[src/rtl/wr_resp_sched_if.sv]
// B-channel bundle shared by the mux side and the master side
// of the write-response scheduler.
interface wr_resp_sched_if;
  logic [3:0] bid;
  logic [1:0] bresp;
  logic       bvalid;
  logic       bready;

  modport master (
    output bid,
    output bresp,
    output bvalid,
    input  bready
  );

  modport slave (
    input  bid,
    input  bresp,
    input  bvalid,
    output bready
  );
endinterface

[src/rtl/wr_resp_sched.sv]
// Write-response scheduler: per-region outstanding tracking,
// round-robin mux select and a 2-entry skid FIFO to the master.
module wr_resp_sched #(
  parameter int MAX_OUT = 4,
  parameter int CNT_W   = 4
) (
  input  logic           clk,
  input  logic           reset_n,
  input  logic [3:0]     awid,
  input  logic           awvalid,
  input  logic           awready,
  output logic           aw_allow,
  output logic [2:0]     sel,
  wr_resp_sched_if.slave  s_b,
  wr_resp_sched_if.master m00_axi_b,
  output logic           err_unexp,
  output logic           err_ovf
);

  localparam logic [CNT_W-1:0] MAX_C = CNT_W'(MAX_OUT);
  localparam logic [CNT_W-1:0] ONE   = CNT_W'(1);

  logic [CNT_W-1:0] cnt [4];
  logic [1:0]       aw_r;
  logic [1:0]       b_r;
  logic [1:0]       sel_q;
  logic [1:0]       sel_d;
  logic [1:0]       idx;
  logic             found;
  logic             aw_fire;
  logic             b_in;
  logic             b_out;
  logic [3:0]       inc;
  logic [3:0]       dec;
  logic [3:0]       busy;
  logic             ovf_hit;
  logic             unexp_hit;
  logic [1:0]       occ;
  logic             wp;
  logic             rp;
  logic [5:0]       mem [2];

  always_comb begin
    aw_fire   = awvalid & awready;
    b_in      = s_b.bvalid & s_b.bready;
    b_out     = m00_axi_b.bvalid & m00_axi_b.bready;
    aw_r      = awid[3:2];
    b_r       = s_b.bid[3:2];
    inc       = '0;
    dec       = '0;
    busy      = '0;
    ovf_hit   = 1'b0;
    unexp_hit = 1'b0;
    for (int r = 0; r < 4; r++) begin
      inc[r]  = aw_fire && (aw_r == 2'(r));
      dec[r]  = b_in && (b_r == 2'(r));
      busy[r] = (cnt[r] != '0) || inc[r];
      if (inc[r] && !dec[r] && cnt[r] == MAX_C)
        ovf_hit = 1'b1;
      if (dec[r] && !inc[r] && cnt[r] == '0)
        unexp_hit = 1'b1;
    end
  end

  assign aw_allow = (cnt[aw_r] != MAX_C);

  always_ff @(posedge clk or negedge reset_n) begin
    if (!reset_n) begin
      for (int r = 0; r < 4; r++)
        cnt[r] <= '0;
    end else begin
      for (int r = 0; r < 4; r++) begin
        if (inc[r] && !dec[r] && cnt[r] != MAX_C)
          cnt[r] <= cnt[r] + ONE;
        else if (dec[r] && !inc[r] && cnt[r] != '0)
          cnt[r] <= cnt[r] - ONE;
      end
    end
  end

  always_ff @(posedge clk or negedge reset_n) begin
    if (!reset_n) begin
      err_ovf   <= 1'b0;
      err_unexp <= 1'b0;
    end else begin
      if (ovf_hit)
        err_ovf <= 1'b1;
      if (unexp_hit)
        err_unexp <= 1'b1;
    end
  end

  always_ff @(posedge clk or negedge reset_n) begin
    if (!reset_n)
      sel_q <= '0;
    else
      sel_q <= sel_d;
  end

  // Leave the current region once it is idle or has just been served;
  // it is searched last so the others get a turn first.
  always_comb begin
    sel_d = sel_q;
    found = 1'b0;
    idx   = sel_q;
    if (cnt[sel_q] == '0 || (b_in && b_r == sel_q)) begin
      for (int k = 1; k <= 4; k++) begin
        idx = sel_q + 2'(k);
        if (!found && busy[idx]) begin
          sel_d = idx;
          found = 1'b1;
        end
      end
    end
  end

  assign sel = {1'b0, sel_q};

  always_ff @(posedge clk or negedge reset_n) begin
    if (!reset_n) begin
      occ    <= '0;
      wp     <= 1'b0;
      rp     <= 1'b0;
      mem[0] <= '0;
      mem[1] <= '0;
    end else begin
      if (b_in) begin
        mem[wp] <= {s_b.bid, s_b.bresp};
        wp      <= ~wp;
      end
      if (b_out)
        rp <= ~rp;
      occ <= occ + {1'b0, b_in} - {1'b0, b_out};
    end
  end

  assign s_b.bready       = (occ != 2'd2);
  assign m00_axi_b.bvalid = (occ != 2'd0);
  assign m00_axi_b.bid    = mem[rp][5:2];
  assign m00_axi_b.bresp  = mem[rp][1:0];

endmodule

[src/flat_wrapper.sv]
// flat-port wrapper written by rule: the top's interface ports become plain ports
module wr_resp_sched_flat 
#(
  parameter int MAX_OUT = 4,
  parameter int CNT_W   = 4
)
  (clk, reset_n, awid, awvalid, awready, aw_allow, sel, err_unexp, err_ovf, s_b_bid, s_b_bresp, s_b_bvalid, s_b_bready, m00_axi_b_bid, m00_axi_b_bresp, m00_axi_b_bvalid, m00_axi_b_bready);
  wr_resp_sched_if s_b_i ();
  wr_resp_sched_if m00_axi_b_i ();
  input  logic clk;
  input  logic reset_n;
  input  logic [3:0] awid;
  input  logic awvalid;
  input  logic awready;
  output logic aw_allow;
  output logic [2:0] sel;
  output logic err_unexp;
  output logic err_ovf;
  input wire logic [$bits(s_b_i.bid)-1:0] s_b_bid;
  input wire logic [$bits(s_b_i.bresp)-1:0] s_b_bresp;
  input wire logic [$bits(s_b_i.bvalid)-1:0] s_b_bvalid;
  output wire logic [$bits(s_b_i.bready)-1:0] s_b_bready;
  output wire logic [$bits(m00_axi_b_i.bid)-1:0] m00_axi_b_bid;
  output wire logic [$bits(m00_axi_b_i.bresp)-1:0] m00_axi_b_bresp;
  output wire logic [$bits(m00_axi_b_i.bvalid)-1:0] m00_axi_b_bvalid;
  input wire logic [$bits(m00_axi_b_i.bready)-1:0] m00_axi_b_bready;
  assign s_b_i.bid = s_b_bid;
  assign s_b_i.bresp = s_b_bresp;
  assign s_b_i.bvalid = s_b_bvalid;
  assign s_b_bready = s_b_i.bready;
  assign m00_axi_b_bid = m00_axi_b_i.bid;
  assign m00_axi_b_bresp = m00_axi_b_i.bresp;
  assign m00_axi_b_bvalid = m00_axi_b_i.bvalid;
  assign m00_axi_b_i.bready = m00_axi_b_bready;
  wr_resp_sched #(.MAX_OUT(MAX_OUT), .CNT_W(CNT_W)) u_core (.clk(clk), .reset_n(reset_n), .awid(awid), .awvalid(awvalid), .awready(awready), .aw_allow(aw_allow), .sel(sel), .s_b(s_b_i), .m00_axi_b(m00_axi_b_i), .err_unexp(err_unexp), .err_ovf(err_ovf));
endmodule
[config.mk]
export PLATFORM = sky130hd
export DESIGN_NAME = wr_resp_sched_flat
export DESIGN_NICKNAME = d
export VERILOG_FILES = /design/src/rtl/wr_resp_sched_if.sv /design/src/rtl/wr_resp_sched.sv /design/src/flat_wrapper.sv
export SDC_FILE = /design/constraint.sdc
export NUM_CORES = 1
export LEC_CHECK = 0
export BUFFER_PORTS_ARGS = -buffer_cell sky130_fd_sc_hd__buf_2
export CAP_MARGIN = 20
export CORE_MARGIN = 8
export CORE_UTILIZATION = 58
export CTS_CLUSTER_DIAMETER = 150
export DETAILED_ROUTE_END_ITERATION = 16
export GPL_TIMING_DRIVEN = 0
export PLACE_DENSITY = 0.8
export SYNTH_ARGS = -nofsm -noshare
export SYNTH_HDL_FRONTEND = slang
export SYNTH_SLANG_ARGS = --single-unit
[constraint.sdc]
create_clock -name clk -period 2.8 [get_ports clk]
set_input_delay 0.28 -clock clk [delete_from_list [all_inputs] [get_ports clk]]
set_output_delay 0.28 -clock clk [all_outputs]
set_load 0.02 [all_outputs]
# Word-level counts from Yosys, hierarchy flattened
# Cells that the tools add are included.
# word_totals
elab_cells,177
ff_bits,36
in_bits,16
out_inout_bits,14
# classes
bitwise,10
reduce_logical,71
n_mux,45
eq_ne,17
order_cmp,9
addsub,13
# op_table
operator,n
$mux 4,12
$logic_and 1x1->1,37
$mux 6,4
$logic_not 4->1,5
$ne 4x3->1 const B,5
$mux 1,18
$add 4x1->4 const B,4
$bmux 4 s2,2
$eq 4x3->1 const B,4
$reduce_bool 4->1,4
$sub 4x1->4 const B,4
$bwmux 12,1
$lt 2x3->1 const B,4
$logic_not 1->1,11
$reduce_bool 2->1,5
$bmux 1 s2,4
$eq 2x2->1 const B,4
$demux 6 s1,1
$ge 3x3->1 const B,2
$mux 2,3
$not 2->3,2
$logic_or 1x1->1,5
$add 2x2->2 const B,2
$eq 2x1->1 const B,2
13 further kinds,20

# Depth between registers and ports, before layout
# logic_depth
word_depth,19
mapped_depth,11
ltp_nobuf,10

# Worst setup path after synthesis
# OpenSTA, ideal clock, no wires.
# synth_path
kind,reg2reg
start,reg u_core.occ[0]
end,reg u_core.cnt[3] in the netlist's numbering
arrival_time_ns,2.421
period_less_slack_ns,2.500
required_ns,2.721
setup_ns,0.079
path_stages_with_launch,12
setup_slack_ns,0.300
path_buffers,1
cell_sequence,dfrtp_1 nand2b_1 and2_1 buf_2 a31oi_1 nand2_1 ha_1 a21o_1 a21oi_1 and4bb_2 o21bai_1 xor2_1
# synth_via
elab_chain_cells,7
elab_cells_between_ends,10
# synth_lines
item,line,rtl
"start, declared",wr_resp_sched.sv:38,logic [1:0] occ;
"start signal, assigned",wr_resp_sched.sv:133,"occ <= occ + {1'b0, b_in} - {1'b0, b_out};"
$ne 2x2->1 (*),wr_resp_sched.sv:137,assign s_b.bready = (occ != 2'd2);
via s_b_bready,flat_wrapper.sv:22,output wire logic [$bits(s_b_i.bready)-1:0] s_b_bready;
$and 1x1->1 (*),wr_resp_sched.sv:45,b_in = s_b.bvalid & s_b.bready;
$logic_and 1x1->1 (*),wr_resp_sched.sv:56,dec[r] = b_in && (b_r == 2'(r));
$logic_not 1->1,wr_resp_sched.sv:73,if (inc[r] && !dec[r] && cnt[r] != MAX_C)
$logic_and 1x1->1 (2 in a row),wr_resp_sched.sv:73,
$mux 4 / $reduce_bool 2->1 (equally long branches),n/a,
"end signal, assigned by index",wr_resp_sched.sv:74,cnt[r] <= cnt[r] + ONE;
"end signal, assigned by index",wr_resp_sched.sv:76,cnt[r] <= cnt[r] - ONE;
"end, declared",wr_resp_sched.sv:23,logic [CNT_W-1:0] cnt [4];
# The timed path passes the listed nets; every way through them passes the cells marked *.
# A chain may end at the register's enable or synchronous reset.

# Worst setup path after layout
# layout_path
start,reg u_core.occ[0]
end,reg u_core.cnt[3] in the netlist's numbering
# layout_via
elab_chain_cells,7
elab_cells_between_ends,10
# layout_lines
item,line
$ne 2x2->1 (*),wr_resp_sched.sv:137
$and 1x1->1 (*),wr_resp_sched.sv:45
$logic_and 1x1->1 (*),wr_resp_sched.sv:56
$logic_not 1->1,wr_resp_sched.sv:73
$logic_and 1x1->1 (2 in a row),wr_resp_sched.sv:73
$mux 4 / $reduce_bool 2->1 (equally long branches),n/a
# Every way passes the cells marked *; elsewhere a longest branch is shown, timed or not.

==> results by group <==
Outcome
  – Status: complete, no violations

Final layout
  – Final design utilization: 0.6667
  – P&R area growth vs syn: 11.90%
  – Final #Nets: about 280
  – Number of antenna repair diodes: 0
  – Share of layout cells above drive strength 1: 0.2880

Die
  – Starting Density: 0.5958
  – Io pins: 30
  – FP Rows: 23
  – Die height: 79.87 um
  – Die width: roughly 80 um
  – Core area: slightly below 4000 um^2
  – Die Area: 6379 um^2

Pwr
  – Reg power frac: 0.381
  – Switch share: 0.4222
  – P per Cell Area: 1104 nW/um^2
  – Switching power: between 0.001 and 0.0015 W
  – Tot Pwr: just under 0.003 W
  – VDD IR max: 0.6060 mV
  – Clk network pwr share: 0.124
  – Leakage: between 1 and 1.5 nW
  – Power Internal: around 0.0017 W
  – Combinational Power Share: 0.495

Setup path
  – Data arrival time of the critical path: 2.82 ns
  – Worst EP required: roughly 3 ns
  – Register-to-Register Path Depth: 11
  – Startpoint types: flop
  – Slowest cell on crit path: dfrtp_1
  – WS Path Type: flop to flop
  – CP max FO: 6
  – Crit path cell chain: nand2b_1 > and2_1 > buf_2 > a31oi_2 > nand2_1 > ha_1 > a21o_1 > a21oi_1 > and4bb_2 > o21bai_1 > xor2_1
  – CP top delay family: simple AND/OR/NAND/NOR gates
  – Worst r2r src: u_core.occ[0]
  – Max incr delay on CP: 0.39 ns
  – WP buf/inv: 1
  – Worst reg2reg endpoint: u_core.cnt[3]
  – Worst R2R Setup Slack: between 0.15 and 0.2 ns
  – Worst setup EP type: flop

Drt
  – Iter 0 DRT Violations: slightly above 80
  – DRT Pass-1 Iters: 4
  – Detailed-route vias per instance: between 5 and 6
  – Drc violations: 0
  – Final WL: about 4500 um
  – Vias: roughly 1.8k
  – WL/cell: 15.01 um
  – Final ANT Viol Nets: 0

GRT
  – Total overflow reported by the global router: 0
  – Largest net degree at the start of global routing: 37
  – Vias in the first global route: 1605
  – Global-route wire length before repair: approximately 7800 um
  – GRT Util Overall: 0.1518
  – Initial antenna violation count: 0

Logic synthesis
  – Synthesized flop and latch total: 36
  – Syn_area_per_cell: between 10 and 15 um^2
  – Net Count, Synth: between 200 and 250
  – FFs w/ async S/R, synth: 1.000
  – Top-count cell post-synth: dfrtp_1
  – Post-synth top cells: dfrtp_1, mux2_2, nand2_1
  – Register area share after synthesis: 0.3808
  – Cells after Synth: roughly 220
  – Top cell type's share of synthesized area: 0.3808
  – Netlist cell types: 44
  – EDFF count, synth: 0
  – Synth Cell Area: between 2000 and 2500 um^2
  – Largest area contributor in the netlist: dfrtp_1
  – YS warnings: 0
  – Main synth FF type: dfrtp_1
  – Synth area leaders: dfrtp_1, mux2_2, xnor2_1

STA
  – Fin Hold WS: between 0.05 and 0.06 ns
  – FMAX: 383.1 MHz
  – Max-slew violations: 0
  – RSZ-0062 raised after global routing: no
  – Worst-margin pin slew: ~0.79 ns
  – Final Hold Vio Count: 0
  – Fin crit period: between 2 and 3 ns
  – Setup-failing EPs final: 0
  – Total negative slack: 0 ns
  – Final period util: 0.9323
  – Clock Skew: 0.01102 ns
  – Max-slew headroom at the worst pin: 0.4718
  – Final WS setup: about 0.19 ns

CTS
  – Post-CTS Setup Bufs: 0
  – H-tree depth: 2
  – Root Driver: clkbuf_8
  – Clk_lat worst skew: between 0.2 and 0.3 ns
  – Total CTS buffers: 5
  – Clk buf depth: 2
  – # clock sinks: 36
  – Reg clk slew, reported paths: approximately 0.080 ns
  – Cts hold-fix bufs: 0
  – CTS tree: done

Run
  – Max_cap viols: 0

Placed design
  – I/O Buffers: 25
  – Hpwl dp: roughly 3500 um
  – Worst slack, placed: roughly 0.11 ns
  – GP Congestion: ~0.93

Worst hold path
  – Hold Path Class: primary input to asynchronous set/reset pin
## worst register-to-register path: stages, from the launching register on
cell and delay [ns]:
dfrtp_1 0.39, nand2b_1 0.21, and2_1 0.18, buf_2 0.15
a31oi_2 0.26, nand2_1 0.18, ha_1 0.31, a21o_1 0.17
a21oi_1 0.18, and4bb_2 0.23, o21bai_1 0.13, xor2_1 0.17
## registers in the layout, summed over array words and instances (netlist names)
signal and cells:
u_core.wp 1, u_core.occ 2, u_core.sel_q 2, u_core.cnt 16
u_core.mem 12, u_core.err_unexp 1, u_core.rp 1, u_core.err_ovf 1
## timing repair
item	in CTS	in global routing
hold endpoints to repair	0	0
gates resized for setup	0	1
setup endpoints to repair	0	1
## cell usage in the layout, fill, tap and decap left out, types with 4 or more instances in the layout
cell type,n
dfrtp_1,36
buf_2,28
mux2_2,24
nand2_1,19
xnor2_1,16
nand3_1,10
ha_1,10
xor2_1,9
nor3_1,8
o21ai_0,8
nor2_1,7
a21oi_1,6
nand4b_1,5
a21o_1,5
clkbuf_8,5
fa_1,4
## routing by layer
metal / track usage / vias to the layer above / share of wire
li1: - / 855 / -
met1: 0.1975 / 849 / 0.46
met2: 0.2388 / 48 / 0.47
met3: 0.04392 / 4 / 0.065
met4: 0.04364 / 0 / 0.0082
met5: 0 / - / 0
## logic make-up (layout without fill, tap and decap cells)
| group | count (synthesis) | in the layout | synth area share |
|---|---|---|---|
| xor+xnor | 25 | 25 | 0.09254 |
| other cells | 1 | 1 | 0.001585 |
| mux | 26 | 26 | 0.1349 |
| fa+ha+maj | 14 | 14 | 0.08673 |
| buf+inv | 9 | 42 | 0.01745 |
| compound gates | 34 | 34 | 0.09467 |
| flops | 36 | 36 | 0.3807 |
| simple gates | 72 | 72 | 0.1914 |
## layout make-up
class	instances	area, um^2
Buffer	7	33.78
Clock buffer	5	68.82
Clock inverter	3	18.77
Fill cell	323	1324
Inverter	2	7.507
Multi-Input combinational cell	172	1430
Sequential cell	36	900.9
Tap cell	50	62.56
Timing Repair Buffer	25	125.1
## worst max path at each step
| stage | depth (start not counted) | startpoint | endpoint | slack (ns) |
|---|---|---|---|---|
| 2_1_floorplan | 11 | u_core.occ[0] | u_core.cnt[3] | 0.30 |
| 3_3_place_gp | 11 | u_core.occ[0] | u_core.cnt[3] | 0.24 |
| 3_5_place_dp | 11 | u_core.occ[0] | u_core.cnt[3] | 0.11 |
| 4_1_cts | 11 | u_core.occ[0] | u_core.cnt[3] | 0.10 |
| 5_1_grt | 11 | u_core.occ[0] | u_core.cnt[3] | 0.002 |
| 6_report | 11 | u_core.occ[0] | u_core.cnt[3] | 0.19 |
## power by group through the flow
stage | Combinational, W | Clock, W | Sequential, W
2_1_floorplan | 0.00112 | 0 | 0.00108
3_3_place_gp | 0.00141 | 0 | 0.00110
3_5_place_dp | 0.00146 | 0 | 0.00112
4_1_cts | 0.00146 | 0.000373 | 0.00111
5_1_grt | 0.00161 | 0.000397 | 0.00116
6_report | 0.00145 | 0.000363 | 0.00111
## metrics by stage
| step | instance area (um^2) | std cells |
|---|---|---|
| floorplan | 2366 | 217 |
| finish | 2648 | 300 |
| global route | 2648 | 300 |
| detailed placement | 2554 | 292 |
| global placement | 2554 | 292 |
| CTS | 2641 | 300 |
(Power assumes the default switching activity.)
